File: src/rtl/mips_pkg.sv
// -----------------------------------------------------------------------------
// mips_pkg
// Shared types and constants for the MIPS core support logic.
// Boot loader items:
//   boot_state_t    : loader FSM state encoding
//   BOOT_HDR_BYTES  : header length in bytes (big-endian word count)
//   BOOT_WORD_BYTES : bytes packed into one instruction word
// -----------------------------------------------------------------------------
package mips_pkg;

  typedef enum logic [2:0] {
    BOOT_HDR,
    BOOT_LOAD,
    BOOT_CSUM,
    BOOT_DONE,
    BOOT_ERR
  } boot_state_t;

  localparam int BOOT_HDR_BYTES  = 2;
  localparam int BOOT_WORD_BYTES = 4;

endpackage

File: src/rtl/boot_word_packer.sv
// -----------------------------------------------------------------------------
// boot_word_packer
// Packs a byte stream into 32-bit words, big-endian (first byte -> [31:24]).
// Ports:
//   clk        : system clock, rising edge
//   rst        : synchronous active-low reset
//   byte_in    : byte to pack
//   byte_en    : byte_in is consumed this cycle
//   word_out   : packed word, valid while word_valid is high
//   word_valid : one-cycle pulse the cycle after the 4th byte of a word
// -----------------------------------------------------------------------------
module boot_word_packer
  import mips_pkg::*;
(
  input  logic        clk,
  input  logic        rst,
  input  logic [7:0]  byte_in,
  input  logic        byte_en,
  output logic [31:0] word_out,
  output logic        word_valid
);

  localparam logic [1:0] LAST_LANE = 2'(BOOT_WORD_BYTES - 1);

  logic [1:0] byte_cnt;

  // The shift register itself is the output: after the 4th shift it holds the
  // complete word for exactly the pulse cycle. A byte taken during the pulse
  // starts the next word on the following edge without disturbing this one.
  always_ff @(posedge clk) begin
    if (!rst) begin
      word_out   <= '0;
      byte_cnt   <= '0;
      word_valid <= 1'b0;
    end else begin
      word_valid <= byte_en && (byte_cnt == LAST_LANE);
      if (byte_en) begin
        word_out <= {word_out[23:0], byte_in};
        byte_cnt <= byte_cnt + 2'd1;
      end
    end
  end

endmodule

File: src/rtl/mips_boot_loader.sv
// -----------------------------------------------------------------------------
// mips_boot_loader
// Loads a program image from a byte stream into instruction memory, holding
// the MIPS core in reset until the image is complete.
// Stream: 2-byte big-endian word count N, then 4*N payload bytes (big-endian
// words), then one XOR checksum byte when BOOT_CHECKSUM_EN is defined.
// Optional feature macro: BOOT_CHECKSUM_EN (running XOR + trailing check byte).
//
// state     | meaning
// ----------+-------------------------------------------------------------
// BOOT_HDR  | collecting the 2 header bytes (word count N)
// BOOT_LOAD | collecting payload bytes, writing one word per 4 bytes
// BOOT_CSUM | waiting for the trailing checksum byte (BOOT_CHECKSUM_EN only)
// BOOT_DONE | image loaded, core released, further bytes ignored
// BOOT_ERR  | protocol error, core held in reset
//
// Ports:
//   clk, rst            : clock and synchronous active-low reset
//   rx_data/valid/ready : byte stream handshake
//   imem_we/addr/wdata  : instruction memory write port (one-cycle strobe)
//   core_rst            : active-high reset to the core
//   boot_done/boot_err  : sticky status flags
//   words_loaded        : words written so far
// -----------------------------------------------------------------------------
module mips_boot_loader
  import mips_pkg::*;
#(
  parameter int IMEM_DEPTH = 512,
  parameter int ADDR_W     = $clog2(IMEM_DEPTH),
  parameter int DATA_W     = 32
) (
  input  logic              clk,
  input  logic              rst,
  input  logic [7:0]        rx_data,
  input  logic              rx_valid,
  output logic              rx_ready,
  output logic              imem_we,
  output logic [ADDR_W-1:0] imem_addr,
  output logic [DATA_W-1:0] imem_wdata,
  output logic              core_rst,
  output logic              boot_done,
  output logic              boot_err,
  output logic [ADDR_W:0]   words_loaded
);

  localparam int               BL_W      = ADDR_W + 3;
  localparam logic [ADDR_W-1:0] LAST_ADDR = ADDR_W'(IMEM_DEPTH - 1);

  boot_state_t       state;
  logic              hdr_cnt;
  logic [7:0]        hdr_hi;
  logic [ADDR_W:0]   n_words;
  logic [BL_W-1:0]   bytes_left;
  logic [ADDR_W-1:0] addr;

  logic              accept;
  logic [15:0]       n_hdr;
  logic              pk_en;
  logic              pk_valid;
  logic [31:0]       pk_word;
  logic              last_word;

`ifdef BOOT_CHECKSUM_EN
  logic [7:0]        csum;
`endif

  assign accept    = rx_valid && rx_ready;
  assign n_hdr     = {hdr_hi, rx_data};
  // Payload budget gates the packer so stray bytes after the image are dropped.
  assign pk_en     = accept && (state == BOOT_LOAD) && (bytes_left != '0);
  assign last_word = (words_loaded + (ADDR_W+1)'(1)) == n_words;

  boot_word_packer u_packer (
    .clk        (clk),
    .rst        (rst),
    .byte_in    (rx_data),
    .byte_en    (pk_en),
    .word_out   (pk_word),
    .word_valid (pk_valid)
  );

  assign imem_we    = pk_valid;
  assign imem_addr  = addr;
  assign imem_wdata = DATA_W'(pk_word);

  always_ff @(posedge clk) begin
    if (!rst) begin
      state        <= BOOT_HDR;
      hdr_cnt      <= 1'b0;
      hdr_hi       <= '0;
      n_words      <= '0;
      bytes_left   <= '0;
      addr         <= '0;
      words_loaded <= '0;
      rx_ready     <= 1'b0;
      core_rst     <= 1'b1;
      boot_done    <= 1'b0;
      boot_err     <= 1'b0;
`ifdef BOOT_CHECKSUM_EN
      csum         <= '0;
`endif
    end else begin
      // The final write can land in BOOT_CSUM, so writes are tracked in every state.
      if (pk_valid) begin
        words_loaded <= words_loaded + (ADDR_W+1)'(1);
        if (addr != LAST_ADDR) addr <= addr + ADDR_W'(1);
      end

      case (state)
        BOOT_HDR: begin
          rx_ready <= 1'b1;
          if (accept) begin
`ifdef BOOT_CHECKSUM_EN
            csum <= csum ^ rx_data;
`endif
            if (!hdr_cnt) begin
              hdr_hi  <= rx_data;
              hdr_cnt <= 1'b1;
            end else begin
              hdr_cnt <= 1'b0;
              if (n_hdr > 16'(IMEM_DEPTH)) begin
                state    <= BOOT_ERR;
                rx_ready <= 1'b0;
                boot_err <= 1'b1;
              end else begin
                n_words    <= n_hdr[ADDR_W:0];
                bytes_left <= {n_hdr[ADDR_W:0], 2'b00};
                if (n_hdr == 16'd0) begin
`ifdef BOOT_CHECKSUM_EN
                  state <= BOOT_CSUM;
`else
                  state     <= BOOT_DONE;
                  rx_ready  <= 1'b0;
                  core_rst  <= 1'b0;
                  boot_done <= 1'b1;
`endif
                end else begin
                  state <= BOOT_LOAD;
                end
              end
            end
          end
        end

        BOOT_LOAD: begin
          rx_ready <= 1'b1;
          if (pk_en) begin
            bytes_left <= bytes_left - BL_W'(1);
`ifdef BOOT_CHECKSUM_EN
            csum <= csum ^ rx_data;
            // Leave on the last payload byte so a checksum byte arriving during
            // the final write pulse is not fed to the packer.
            if (bytes_left == BL_W'(1)) state <= BOOT_CSUM;
`endif
          end
`ifndef BOOT_CHECKSUM_EN
          if (pk_valid && last_word) begin
            state     <= BOOT_DONE;
            rx_ready  <= 1'b0;
            core_rst  <= 1'b0;
            boot_done <= 1'b1;
          end
`endif
        end

`ifdef BOOT_CHECKSUM_EN
        BOOT_CSUM: begin
          rx_ready <= 1'b1;
          if (accept) begin
            rx_ready <= 1'b0;
            if (rx_data == csum) begin
              state     <= BOOT_DONE;
              core_rst  <= 1'b0;
              boot_done <= 1'b1;
            end else begin
              state    <= BOOT_ERR;
              boot_err <= 1'b1;
            end
          end
        end
`endif

        BOOT_DONE: begin
          rx_ready  <= 1'b0;
          core_rst  <= 1'b0;
          boot_done <= 1'b1;
        end

        BOOT_ERR: begin
          rx_ready <= 1'b0;
          core_rst <= 1'b1;
          boot_err <= 1'b1;
        end

        default: begin
          state    <= BOOT_ERR;
          rx_ready <= 1'b0;
          boot_err <= 1'b1;
        end
      endcase
    end
  end

endmodule
File: config.mk
export PLATFORM = sky130hd
export DESIGN_NAME = mips_boot_loader
export DESIGN_NICKNAME = d
export VERILOG_FILES = /design/src/rtl/mips_pkg.sv /design/src/rtl/boot_word_packer.sv /design/src/rtl/mips_boot_loader.sv
export SDC_FILE = /design/constraint.sdc
export NUM_CORES = 1
export LEC_CHECK = 0
export ABC_AREA = 1
export CAP_MARGIN = 5
export CORE_ASPECT_RATIO = 0.7
export CORE_MARGIN = 2
export CORE_UTILIZATION = 54
export DETAILED_ROUTE_END_ITERATION = 8
export HOLD_SLACK_MARGIN = 0.03
export PLACE_DENSITY = 0.78
export SLEW_MARGIN = 15
export SYNTH_ARGS = -nofsm -noshare
export SYNTH_HDL_FRONTEND = slang
export SYNTH_SLANG_ARGS = --single-unit
File: constraint.sdc
create_clock -name clk -period 2.37 [get_ports clk]
set_input_delay 0.474 -clock clk [delete_from_list [all_inputs] [get_ports clk]]
set_output_delay 0.474 -clock clk [all_outputs]
set_load 0.1 [all_outputs]
==> key figures, run 1 <==
Setup path
  • Critical path class: register to register
  • Maximum fanout along the worst path: 10
  • WP data required: 2.63 ns
  • Signal arrival time at the worst endpoint: 2.33 ns
  • R2R setup slack: 0.30 ns
  • Worst Setup End Kind: register
  • Crit start category: register

Clocking
  • Post-CTS Hold Fix Bufs: 0
  • CTS buffer count: 9
  • H-tree Lvls: 3
  • Reg clk slew, reported paths: 0.09 ns
  • CTS tree: done
  • Sinks on Clock Net: 92
  • Post-CTS sizing: 0
  • Root Buffer: clkbuf_8
  • Clock buffer depth: 2
  • Clock Latency Late Sink: 0.36 ns
  • # Post-CTS Setup Buffers: 0

GRT
  • First-pass GRT wire length: 16800 um
  • Vias in the first global route: 3594
  • GR Overflow Total: 0
  • GRT Resource Usage Total: 0.2482
  • Antenna violations before repair: 0
  • Largest net degree at the start of global routing: 42

Routing
  • Number of detailed-route iterations in the first pass: 4
  • Final wirelength: 10040 um
  • DR vias: 3902
  • Initial DRC Count: 225
  • DRT antenna net count: 0
  • # DRC: 0
  • DR vias/cell: 5.155
  • WL/cell: 13.27 um

STA
  • Slew margin rel.: 0.4682
  • Worst Max-Slew Pin Slew: 0.7968 ns
  • Fin Hold WS: 0.4591 ns
  • Final Worst Setup Slack: 0.3037 ns
  • Max-slew violations: 0
  • Fin crit share: 0.8719
  • Setup TNS: 0 ns
  • RSZ-0062 raised after global routing: no
  • Achievable frequency: 484.0 MHz
  • Final Skew: 0.007552 ns
  • Final setup viols: 0
  • Final Hold Violating Endpoints: 0
  • Tmin final: 2.066 ns

Floorplanning
  • Starting Density: 0.5492
  • Die area: 8606 um2
  • Vert. Die Dim: 78.22 um
  • Die width: 110.0 um
  • IO Count: 67
  • Core ar.: 7736 um2
  • Num rows: 27

Layout
  • Post-route core utilization: 0.6634
  • Layout area overhead: 20.79%
  • Final instance area: 5132 um2
  • Antenna cells: 0
  • Register area: 1847 um2
  • Nets: 667
  • FILL cells: 706
  • Cell Count, Final, Fillers Out: 757
  • Share of layout cells above drive strength 1: 0.1966
  • Area of the multi-input gates: 2054 um2

Synth
  • EDFF count, synth: 0
  • YS warnings: 0
  • Net Count, Synth: 600
  • Syn avg cell area: 7.276 um2
  • Synth Flop Type: dfxtp_1
  • Synthesized cell area: 4249 um2
  • Async set or reset register ratio after synthesis: 0
  • Mapped Cells: 584
  • Flops & latches, synth: 92
  • Seq/Total Area, Yosys: 0.4335
  • Synth unique cells: 45

Place
  • Dpl ws: -0.01660 ns
  • Gp weighted congestion: 0.9410
  • Placed Area: 4915 um2
  • Dpl cells: 741
  • Port Buffers: 66
  • Post-detail-place hpwl: 7289 um

Power and ir drop
  • VDD IR max: 448.8 uV
  • Leakage: 2.159 nW
  • P per Cell Area: 768.1 nW/um2
  • Total power: 3.942 mW

Outcome
  • Status: complete, no violations

Job
  • Max-Cap Viols: 0

Worst hold path
  • Worst hold path type: register to register
[area by class of cell]
cell class,instances,area share
Tap cell,101,0.02462
Clock inverter,4,0.01414
Sequential cell,92,0.3598
Inverter,61,0.04461
Clock buffer,12,0.02828
Timing Repair Buffer,80,0.1282
Multi-Input combinational cell,407,0.4003
[layer usage]
metal / track usage / share of wire
met1: 0.3496 / 0.48
met2: 0.3822 / 0.45
met3: 0.04900 / 0.054
met4: 0.07595 / 0.015
met5: 0 / 0
[worst paths after layout]
path,start,to,cells after the start
max reg2reg,bytes_left[0],bytes_left[9],12
min,boot_err,boot_err,2
max,bytes_left[0],bytes_left[9],12
min reg2reg,boot_err,boot_err,2
[synthesized netlist by cell type (2+ instances only)]
library cell	number	area, um2
nor3_2	3	30.03
o21ai_1	3	15.01
nand2_1	73	274.0
nor2_4	5	56.30
clkbuf_1	15	56.30
a21oi_2	3	26.28
a211oi_2	2	25.02
nand3b_1	2	15.01
nand3_1	37	185.2
dfxtp_1	92	1842
nor3_1	4	20.02
nor2_2	9	56.30
nor4_1	2	12.51
nor2_1	105	394.1
a21oi_1	39	195.2
xor2_1	3	26.28
o211ai_1	4	30.03
buf_6	2	22.52
ha_1	5	62.56
inv_1	54	202.7
o21ai_0	78	390.4
inv_2	7	26.28
buf_2	5	25.02
nand2_2	5	31.28
nand4_1	4	25.02
and2_1	2	12.51
nand3_2	2	20.02
xnor2_1	2	17.52
[where the power goes]
group | switching, mW | internal, mW | leakage [nW] | total [mW]
Clock | 0.531 | 0.622 | 0.107 | 1.15
Combinational | 0.736 | 0.318 | 1.31 | 1.05
Sequential | 0.0837 | 1.65 | 0.745 | 1.73
[cell usage in the layout, fill, tap and decap left out, drive strengths merged]
master / n
a211oi: 3
a21boi: 1
a21oi: 42
a31oi: 1
and2: 2
and3: 1
buf: 71
bufinv: 2
clkbuf: 12
clkdlybuf4s50: 9
clkinv: 1
clkinvlp: 1
dfxtp: 92
ha: 5
inv: 61
mux2i: 1
nand2: 79
nand3: 40
nand3b: 2
nand4: 5
nor2: 119
nor3: 7
nor3b: 1
nor4: 3
o211ai: 4
o21a: 1
o21ai: 81
o21bai: 1
o22ai: 1
o31ai: 1
or2: 1
xnor2: 2
xor2: 3
[critical path: stages, from the launching register on]
cell	delay [ns]
dfxtp_1	0.32
inv_1	0.14
ha_1	0.19
inv_1	0.06
nor2_2	0.14
nand4_2	0.14
nor2_2	0.16
nand4_1	0.12
nand2_2	0.18
nand2_4	0.13
inv_2	0.17
nor2_1	0.06
o21a_1	0.16
[cell families after synthesis]
logic type / share of synthesized area
DFF: 0.4335
muxes: 0.002356
AOI/OAI and AO/OA: 0.1723
xor gates and xnor gates: 0.01031
buffers and inverters: 0.08303
and+or+nand+nor: 0.2839
adders and majority gates: 0.01472
[state kept, by name (all words and copies together) (netlist names)]
signal	count
core_rst	1
n_words	10
state	3
hdr_cnt	1
boot_done	1
bytes_left	12
rx_ready	1
hdr_hi	8
u_packer.byte_cnt	2
imem_addr	9
u_packer.word_out	32
boot_err	1
words_loaded	10
u_packer.word_valid	1
(Power assumes the default switching activity.)
==> run 2: changes to the inputs <==
- REMOVE_ABC_BUFFERS: unset -> 1
==> run 2 against run 1 <==
Compared with the run above:
- first-iteration DRC count rose by 7.6%
- non-clock buffer count grew 4
- die area stayed put
- sequential power barely moved
- total power fell by 2.6%
- core utilization down 0.13 points
- clock skew rose by 0.0048 ns
- largest cell class unchanged
==> key figures, run 2 (synthesis gave the netlist of run 1 again) <==
Clocking
  • Post-CTS Hold Fix Bufs: 0
  • Sinks on Clock Net: 92
  • CTS tree: done
  • Clock buffer depth: 2
  • H-tree Lvls: 3
  • Clock Latency Late Sink: 0.37 ns
  • Root Buffer: clkbuf_8
  • Reg clk slew, reported paths: 0.08 ns
  • CTS buffer count: 9

Place
  • Gp weighted congestion: 0.8547
  • Post-detail-place hpwl: 7286 um
  • Port Buffers: 66
  • Placed Area: 4912 um2

Job
  • Max-Cap Viols: 0

STA
  • Final Skew: 0.01231 ns
  • Fin crit share: 0.8536
  • Fin Hold WS: 0.4649 ns
  • Slew margin rel.: 0.5908
  • Achievable frequency: 494.3 MHz
  • RSZ-0062 raised after global routing: no
  • Tmin final: 2.023 ns
  • Max-slew violations: 0
  • Worst Max-Slew Pin Slew: 0.6138 ns
  • Final Hold Violating Endpoints: 0
  • Final setup viols: 0

Floorplanning
  • IO Count: 67
  • Die width: 110.0 um
  • Vert. Die Dim: 78.22 um
  • Starting Density: 0.5492
  • Core ar.: 7736 um2
  • Die area: 8606 um2
  • Num rows: 27

Setup path
  • Slowest stage cell, crit path: dfxtp_1
  • Critical path class: register to register
  • Worst setup startpoint: bytes_left[0]
  • Maximum fanout along the worst path: 18
  • Crit path cell chain: inv_1, ha_1, inv_1, nor2_2, nand4_2, nor2_2, nand4_1, nand2_4, buf_4, buf_4, o21ai_0, nor2_1
  • Crit start category: register
  • Critical path's largest stage delay: 0.32 ns
  • WP data required: 2.67 ns
  • Reg2reg start: bytes_left[0]
  • Worst Setup End Kind: register
  • Signal arrival time at the worst endpoint: 2.32 ns

Routing
  • Metal-1 WL: 4822 um
  • # DRC: 0
  • Top layer in use: met4
  • Final wirelength: 10030 um
  • DR vias/cell: 5.228
  • Initial DRC Count: 242
  • WL/cell: 13.21 um
  • DRT antenna net count: 0
  • Wire length on met3: 613 um
  • Number of detailed-route iterations in the first pass: 4
  • Met2 wire len: 4500 um
  • DR vias: 3968

Layout
  • Register area: 1842 um2
  • Biggest regs: u_packer.word_out x32, bytes_left x12
  • Commonest non-fill, non-tap cell in the layout: nor2_1
  • FILL cells: 692
  • Most frequent cells in the layout: nor2_1 (105), dfxtp_1 (92), o21ai_0 (78)
  • Layout area overhead: 20.55%
  • Share of layout cells above drive strength 1: 0.1945
  • Largest Register: u_packer.word_out
  • Final instance area: 5122 um2
  • Area of the multi-input gates: 2059 um2
  • Max FFs per register: 32
  • Antenna cells: 0
  • Nets: 671

GRT
  • Antenna violations before repair: 0
  • Vias in the first global route: 3586
  • First-pass GRT wire length: 16750 um
  • GR Overflow Total: 0
  • GRT Resource Usage Total: 0.2473
  • Largest net degree at the start of global routing: 73

Worst hold path
  • Worst hold path type: register to register
  • Hold path startpoint: core_rst

Power and ir drop
  • Leakage: 2.178 nW
  • VDD IR max: 661.4 uV
  • P per Cell Area: 749.5 nW/um2

Outcome
  • Status: complete, no violations
-- run 2: cell count changes in the layout (fill, tap and decap cells not counted) --
| cell | previous run | this run |
|---|---|---|
| dfxtp_1 | 88 | 92 |
| clkinvlp_4 | 1 | 0 |
| buf_12 | 3 | 2 |
| nand2_2 | 5 | 4 |
| clkbuf_1 | 2 | 1 |
| nand2_4 | 1 | 2 |
| clkbuf_8 | 10 | 11 |
| buf_4 | 67 | 72 |
| dfxtp_2 | 4 | 0 |
| bufinv_16 | 2 | 1 |
-- run 2: metrics by stage --
stage	utilization	setup TNS, ns	setup WS, ns	instances	total power, mW
detailed placement	0.6350	0	0.03225	743	2.812
finish	0.6621	0	0.3470	759	3.839
global placement	0.6350	0	0.08734	743	2.783
CTS	0.6596	0	0.1804	757	3.853
floorplan	-	-0.6484	-0.2222	560	2.541
global route	0.6621	0	0.03878	759	4.062
-- run 2: per-layer routing --
| layer | track usage | up-vias |
|---|---|---|
| li1 | - | 2047 |
| met1 | 0.3361 | 1806 |
| met2 | 0.3908 | 107 |
| met3 | 0.06811 | 8 |
| met4 | 0.05570 | 0 |
| met5 | 0 | - |
-- run 2: path summary, 6_finish.rpt --
path                               end  slack (ns)  cells past startpoint
setup / recovery  u_packer.word_out[4]        0.35                     12
hold / removal                core_rst        0.46                      2
setup reg to reg  u_packer.word_out[4]        0.35                     12
hold reg to reg               core_rst        0.46                      2
-- run 2: final cells by class --
class                   instances  share of cell area
clock buffers                  12             0.03029
flip-flops and latches         92              0.3596
inverters                      61             0.04470
well taps                     101             0.02467
multi-input cells             407              0.4021
repair buffers                 84              0.1319
clock inverters                 2            0.006839
-- run 2: worst max-delay path: cells and delay by family, from the launching register on --
family	cells	cell delay, ns
compound gates	1	0.11
fa+ha+maj	1	0.18
buf+inv	4	0.46
flops	1	0.32
simple gates	6	0.87
-- run 2: where the power goes --
group | switching, mW | total [mW] | internal (mW) | leakage (nW)
Combinational | 0.740 | 1.06 | 0.316 | 1.34
Sequential | 0.0829 | 1.73 | 1.65 | 0.743
Clock | 0.516 | 1.05 | 0.533 | 0.0983
Total | 1.34 | 3.84 | 2.50 | 2.18
-- run 2: repair_timing --
item,CTS,global route
buffers inserted,0,2
gates resized for setup,0,1
endpoints found under the setup margin,0,9
